==> config.mk <==
export PLATFORM = sky130hd
export DESIGN_NAME = vx_stream_dispatch
export DESIGN_NICKNAME = d
export VERILOG_FILES = /design/src/rtl/vx_stream_dispatch_pkg.sv /design/src/rtl/vx_dispatch_lane_buf.sv /design/src/rtl/vx_stream_dispatch_chk.sv /design/src/rtl/vx_stream_dispatch.sv
export SDC_FILE = /design/constraint.sdc
export NUM_CORES = 1
export LEC_CHECK = 0
export CAP_MARGIN = 20
export CORE_ASPECT_RATIO = 1.75
export CORE_UTILIZATION = 55
export CTS_CLUSTER_DIAMETER = 30
export CTS_CLUSTER_SIZE = 10
export DETAILED_ROUTE_END_ITERATION = 10
export DONT_BUFFER_PORTS = 1
export PLACE_DENSITY = 0.74
export SLEW_MARGIN = 20
export SYNTH_ARGS = -nofsm -noshare
export SYNTH_HDL_FRONTEND = slang
export SYNTH_HIERARCHICAL = 1
export SYNTH_SLANG_ARGS = --single-unit
==> constraint.sdc <==
create_clock -name clk -period 6.6 [get_ports clk]
set_input_delay 1.32 -clock clk [delete_from_list [all_inputs] [get_ports clk]]
set_output_delay 1.32 -clock clk [all_outputs]
set_load 0.1 [all_outputs]
==> src/rtl/vx_stream_dispatch_pkg.sv <==
// Shared definitions for the stream dispatcher: lane-selection policy codes
// and the index-width helper used for lane numbers.
package vx_stream_dispatch_pkg;

  localparam int DISPATCH_POLICY_FIRST = 0;
  localparam int DISPATCH_POLICY_RR    = 1;

  // Bits needed to hold an index in 0..n-1, never less than one bit.
  function automatic int log2up(input int n);
    return (n > 1) ? $clog2(n) : 1;
  endfunction

endpackage

==> src/rtl/vx_dispatch_lane_buf.sv <==
// Two-entry registered elastic buffer for one dispatch lane. The head entry
// drives the output directly, so the consumer sees registered data/valid.
module vx_dispatch_lane_buf #(
  parameter int DATAW = 32
) (
  input  logic             clk,
  input  logic             reset,
  input  logic             push,
  input  logic [DATAW-1:0] push_data,
  input  logic             pop,
  output logic             full,
  output logic             valid,
  output logic [DATAW-1:0] data
);

  logic [1:0]       count_r;
  logic [DATAW-1:0] head_r;
  logic [DATAW-1:0] tail_r;
  logic             push_s;
  logic             pop_s;

  // Guard the handshakes so a stray push into a full buffer or a pop from an
  // empty one can never corrupt the occupancy count.
  always_comb begin
    push_s = push & (count_r != 2'd2);
    pop_s  = pop  & (count_r != 2'd0);
  end

  // Occupancy and storage update; push+pop only happens at count 1, where the
  // incoming item replaces the departing head.
  always_ff @(posedge clk) begin
    if (reset) begin
      count_r <= 2'd0;
      head_r  <= '0;
      tail_r  <= '0;
    end else begin
      case ({push_s, pop_s})
        2'b10: begin
          if (count_r == 2'd0) begin
            head_r <= push_data;
          end else begin
            tail_r <= push_data;
          end
          count_r <= count_r + 2'd1;
        end
        2'b01: begin
          head_r  <= tail_r;
          count_r <= count_r - 2'd1;
        end
        2'b11: begin
          head_r <= push_data;
        end
        default: begin
          count_r <= count_r;
        end
      endcase
    end
  end

  assign full  = (count_r == 2'd2);
  assign valid = (count_r != 2'd0);
  assign data  = head_r;

endmodule

==> src/rtl/vx_stream_dispatch_chk.sv <==
// Simulation-only checks on the dispatcher's enqueue side.
module vx_stream_dispatch_chk
  import vx_stream_dispatch_pkg::*;
#(
  parameter int N = 4
) (
  input logic                   clk,
  input logic                   reset,
  input logic [N-1:0]           push,
  input logic [N-1:0]           full,
  input logic [log2up(N)-1:0]   sel
);

  // Each cycle: one lane at most is written, the lane index is in range and
  // no full lane receives an item.
  always @(posedge clk) begin
    if (!reset) begin
      assert ($onehot0(push));
      assert (int'(sel) < N);
      assert ((push & full) == '0);
    end
  end

endmodule

==> src/rtl/vx_stream_dispatch.sv <==
// One-to-N stream dispatcher: each accepted item is steered to one lane with
// buffer space, picked by fixed priority or round-robin. ready_in depends only
// on lane occupancy, so there is no combinational path from ready_out.
module vx_stream_dispatch
  import vx_stream_dispatch_pkg::*;
#(
  parameter int N       = 4,
  parameter int DATAW   = 32,
  parameter int POLICY  = 0,
  parameter int REVERSE = 0
) (
  input  logic                        clk,
  input  logic                        reset,
  input  logic                        valid_in,
  input  logic [DATAW-1:0]            data_in,
  output logic                        ready_in,
  output logic [log2up(N)-1:0]        sel_in,
  output logic [N-1:0]                valid_out,
  output logic [N-1:0][DATAW-1:0]     data_out,
  input  logic [N-1:0]                ready_out
);

  localparam int LOGN = log2up(N);

  logic [N-1:0]    full_s;
  logic [N-1:0]    eligible_s;
  logic [N-1:0]    push_s;
  logic [N-1:0]    pop_s;
  logic [LOGN-1:0] sel_s;
  logic [LOGN-1:0] rr_next_s;
  logic [LOGN-1:0] rr_ptr_r;
  logic            fire_s;
  logic            found_s;
  int              cand_s;

  assign eligible_s = ~full_s;
  assign ready_in   = |eligible_s;
  assign fire_s     = valid_in & ready_in;
  assign sel_in     = sel_s;

  // Find-first lane selection; sel stays 0 when no lane has space.
  always_comb begin
    sel_s   = '0;
    found_s = 1'b0;
    cand_s  = 0;
    if (POLICY == DISPATCH_POLICY_RR) begin
      for (int i = 0; i < N; i++) begin
        cand_s = ((int'(rr_ptr_r) + i) >= N) ? (int'(rr_ptr_r) + i - N)
                                             : (int'(rr_ptr_r) + i);
        if (!found_s && eligible_s[cand_s]) begin
          sel_s   = LOGN'(cand_s);
          found_s = 1'b1;
        end else begin
          found_s = found_s;
        end
      end
    end else if (REVERSE != 0) begin
      // Ascending scan, last hit wins: highest free index.
      for (int i = 0; i < N; i++) begin
        if (eligible_s[i]) begin
          sel_s = LOGN'(i);
        end else begin
          sel_s = sel_s;
        end
      end
    end else begin
      // Descending scan, last hit wins: lowest free index.
      for (int i = N - 1; i >= 0; i--) begin
        if (eligible_s[i]) begin
          sel_s = LOGN'(i);
        end else begin
          sel_s = sel_s;
        end
      end
    end
  end

  // Lane after the granted one, wrapped explicitly for non-power-of-2 N.
  always_comb begin
    if ((int'(sel_s) + 1) >= N) begin
      rr_next_s = '0;
    end else begin
      rr_next_s = LOGN'(int'(sel_s) + 1);
    end
  end

  // Round-robin pointer advances only on an accepted item.
  always_ff @(posedge clk) begin
    if (reset) begin
      rr_ptr_r <= '0;
    end else if (fire_s && (POLICY == DISPATCH_POLICY_RR)) begin
      rr_ptr_r <= rr_next_s;
    end else begin
      rr_ptr_r <= rr_ptr_r;
    end
  end

  for (genvar k = 0; k < N; k++) begin : g_lane
    assign push_s[k] = fire_s & (sel_s == LOGN'(k));
    assign pop_s[k]  = valid_out[k] & ready_out[k];

    vx_dispatch_lane_buf #(
      .DATAW (DATAW)
    ) u_buf (
      .clk       (clk),
      .reset     (reset),
      .push      (push_s[k]),
      .push_data (data_in),
      .pop       (pop_s[k]),
      .full      (full_s[k]),
      .valid     (valid_out[k]),
      .data      (data_out[k])
    );
  end

  vx_stream_dispatch_chk #(
    .N (N)
  ) u_chk (
    .clk   (clk),
    .reset (reset),
    .push  (push_s),
    .full  (full_s),
    .sel   (sel_s)
  );

endmodule
==> key figures <==
Drt
  • WL per Instance: 20.7 µm
  • TritonRoute pass-1 iters: 8
  • Wire length on met2: between 15 and 20 mm
  • # DRC: 14
  • Met1 wire length: 10.6 mm
  • Total Wirelength: between 20 and 30 mm
  • Met3 WL post-DR: roughly 2.3 mm
  • Top Layer Used: met4
  • Number of vias per cell: 6.02
  • Vias: 8,645
  • DR iter-0 viols: between 600 and 700
  • Final ANT Viol Nets: 0

Worst hold path
  • Hold Crit Depth: 2
  • Hold crit path type: reg2reg
  • HP Start: g_lane[3].u_buf/tail_r[8]
  • Hold path endpoint: g_lane[3].u_buf/tail_r[8]

Status
  • Violated checks: design-rule violations
  • Status: finished with violations

Timing
  • Final Hold Slack: 0.454 ns
  • Sum of negative setup slack: 0 ns
  • Max-slew violation count: 0
  • Peak Freq: 267 MHz
  • RSZ-0062 raised after global routing: false
  • Min Tclk post-route: 3.75 ns
  • Final Hold Vio Count: 0
  • Setup-failing EPs final: 0
  • Clk_skew: 0.0118 ns
  • Slew at the pin closest to its max-slew limit: 1.17 ns
  • Rel. slew slack: 21.8%
  • Period utilisation layout: ~57%

Synthesis
  • Top cells by area, synth: dfxtp_1, a211oi_2, mux2i_1
  • Top cell type's share of synthesized area: 45.7%
  • Synthesized area: 11,600 µm²
  • Syn_nets: approximately 1,300
  • Area leader, netlist: dfxtp_1
  • Syn Inst Count: 1,235
  • Seq/Total Area, Yosys: 45.7%
  • Library cells used by synthesis: 31
  • Synth Warn #: 6
  • Post-synthesis register bit count: ~260
  • Syn Area/Cell: 9.37 µm²

Critical path
  • RR Startpoint: g_lane[0].u_buf/count_r[0]
  • Worst-path fanout max: 7
  • Worst r2r path cells: 8
  • FF-to-FF End: g_lane[0].u_buf/count_r[1]
  • Critical Path Start Type: flip-flop
  • WP data arrival: 2.43 ns
  • Reg2reg setup slack: 3.11 ns
  • Critical Path RT: 5.28 ns
  • Critical Path End Type: output port
  • WS Path Type: reg2out

Floorplanning
  • Die H: 194 µm
  • Core Region: 20,500 µm²
  • Die X: 112 µm
  • Die area: 21,700 µm²
  • Starting Density: 56.6%
  • IO Pins: 174
  • FP Rows: 69

Finish
  • Core Util, Final: 61.3%
  • # diodes: 0
  • Final #Nets: ~1,200
  • Most common cell after layout, fill and taps aside: dfxtp_1
  • Layout cells sized above 1: 17.8%
  • Filler cell count: between 1,500 and 2,000
  • Commonest non-fill, non-tap cells in the layout: dfxtp_1, nand2_1, a21oi_1, mux2i_1, nor3_1
  • Register Area: 5290 µm²
  • Area Growth Syn to Fin: 8.41%
  • Area of the multi-input gates: approximately 5700 µm²

CTS
  • Clk_lat worst skew: a little under 0.5 ns
  • Post-cts repair resize count: 0
  • # clock sinks: 264
  • Num CTS Buffers: 36
  • Clock Path Buffers: 3
  • Setup repair bufs after CTS: 0
  • CTS tree: built
  • Hold_buf cts: 0
  • Clock-pin slew on the worst setup and hold paths: 0.05 ns
  • H-tree depth: 2
  • Root buffer cell: clkbuf_16

Global routing
  • First-pass GRT wire length: 45.8 mm
  • GRT overflow: 0
  • Largest net degree at the start of global routing: 265
  • Vias in the first global route: between 8,000 and 9,000
  • Total global-route track usage: 26.5%
  • Initial antenna violation count: 0

Power and ir drop
  • P_leak: 3.91 nW
  • Power Density: 408 nW/µm²
  • Max VDD drop: 0.443 mV

Placed design
  • GPL Wtd Cong: 0.782
  • DP HPWL: 18.7 mm
  • Number of I/O port buffers: 0

Job
  • Max_cap viols: 0
power breakdown:
group,switching (mW),internal [mW],total (mW)
sequential,0.917,1.75,2.67
clock,0.666,1.14,1.80
combinational,0.408,0.241,0.649
total,1.99,3.13,5.12
final cells by class:
cell class | count | share of cell area, %
Multi-Input combinational cell | 847 | 45.7
Clock inverter | 8 | 0.768
Timing Repair Buffer | 10 | 0.598
Inverter | 12 | 0.359
Tap cell | 248 | 2.47
Sequential cell | 264 | 42.1
Clock buffer | 48 | 8.03
worst max-delay path by stage:
stage                                from                         end  depth (start not counted)
5_1_grt        g_lane[3].u_buf/count_r[0]                   sel_in[0]                          4
4_1_cts        g_lane[3].u_buf/count_r[0]                   sel_in[0]                          4
2_1_floorplan  g_lane[0].u_buf/count_r[0]                   sel_in[1]                          5
6_report       g_lane[3].u_buf/count_r[0]                   sel_in[0]                          4
3_3_place_gp                 ready_out[2]  g_lane[2].u_buf/count_r[1]                          7
3_5_place_dp                 ready_out[0]  g_lane[0].u_buf/count_r[1]                          7
stage by stage:
| stage | instance area, µm² | std cells | power [mW] | setup slack [ns] |
|---|---|---|---|---|
| 2_1_floorplan | 11600 | 1235 | 3.26 | 3.08 |
| 3_3_place_gp | 11400 | 1381 | 3.32 | 2.87 |
| 3_5_place_dp | 11400 | 1381 | 3.34 | 2.84 |
| 4_1_cts | 12500 | 1437 | 5.15 | 2.85 |
| 5_1_grt | 12500 | 1437 | 5.29 | 2.77 |
| 6_report | 12500 | 1437 | 5.12 | 2.85 |
worst max-delay path, cell delays in order (launching register included):
cell and delay, ns:
dfxtp_1 0.52, nand2b_1 0.20, inv_1 0.13, nand2b_1 0.20, a21boi_2 0.88
cells in the mapped netlist:
cell,instances
nor3b_2,4
buf_6,20
xnor2_1,4
o21ai_0,4
nand3_1,1
inv_2,4
or2_4,4
nor2b_1,1
a21oi_1,133
a21boi_1,1
nand2_4,4
buf_1,8
a211oi_2,120
and2_1,4
nor3_1,128
o21a_1,4
inv_1,8
or3_1,4
nor2_1,7
nand4_1,1
xor2_1,4
dfxtp_1,264
ha_1,8
clkbuf_1,72
buf_2,12
nand2b_1,5
or2_1,4
o21ai_1,4
mux2i_1,128
nand2_1,262
a211oi_1,8
registers in the layout, indices dropped and copies added, names as in the netlist:
register and count:
g_lane.u_buf/count_r 8, g_lane.u_buf/data 128, g_lane.u_buf/tail_r 128
metal layers:
metal / up-vias / GRT usage [%]
li1: 4184 / -
met1: 4136 / 28.0
met2: 255 / 47.9
met3: 70 / 7.50
met4: 0 / 12.3
met5: - / 0
kinds of logic after synthesis:
family,count (synthesis),synth area share (%)
and+or+nand+nor,429,16.5
AOI/OAI and AO/OA,274,19.9
DFF,264,45.7
adders and majority gates,8,0.865
muxes,128,11.1
xor gates and xnor gates,8,0.605
buffers and inverters,124,5.45
Note: power is estimated with default switching activity, not from simulation.
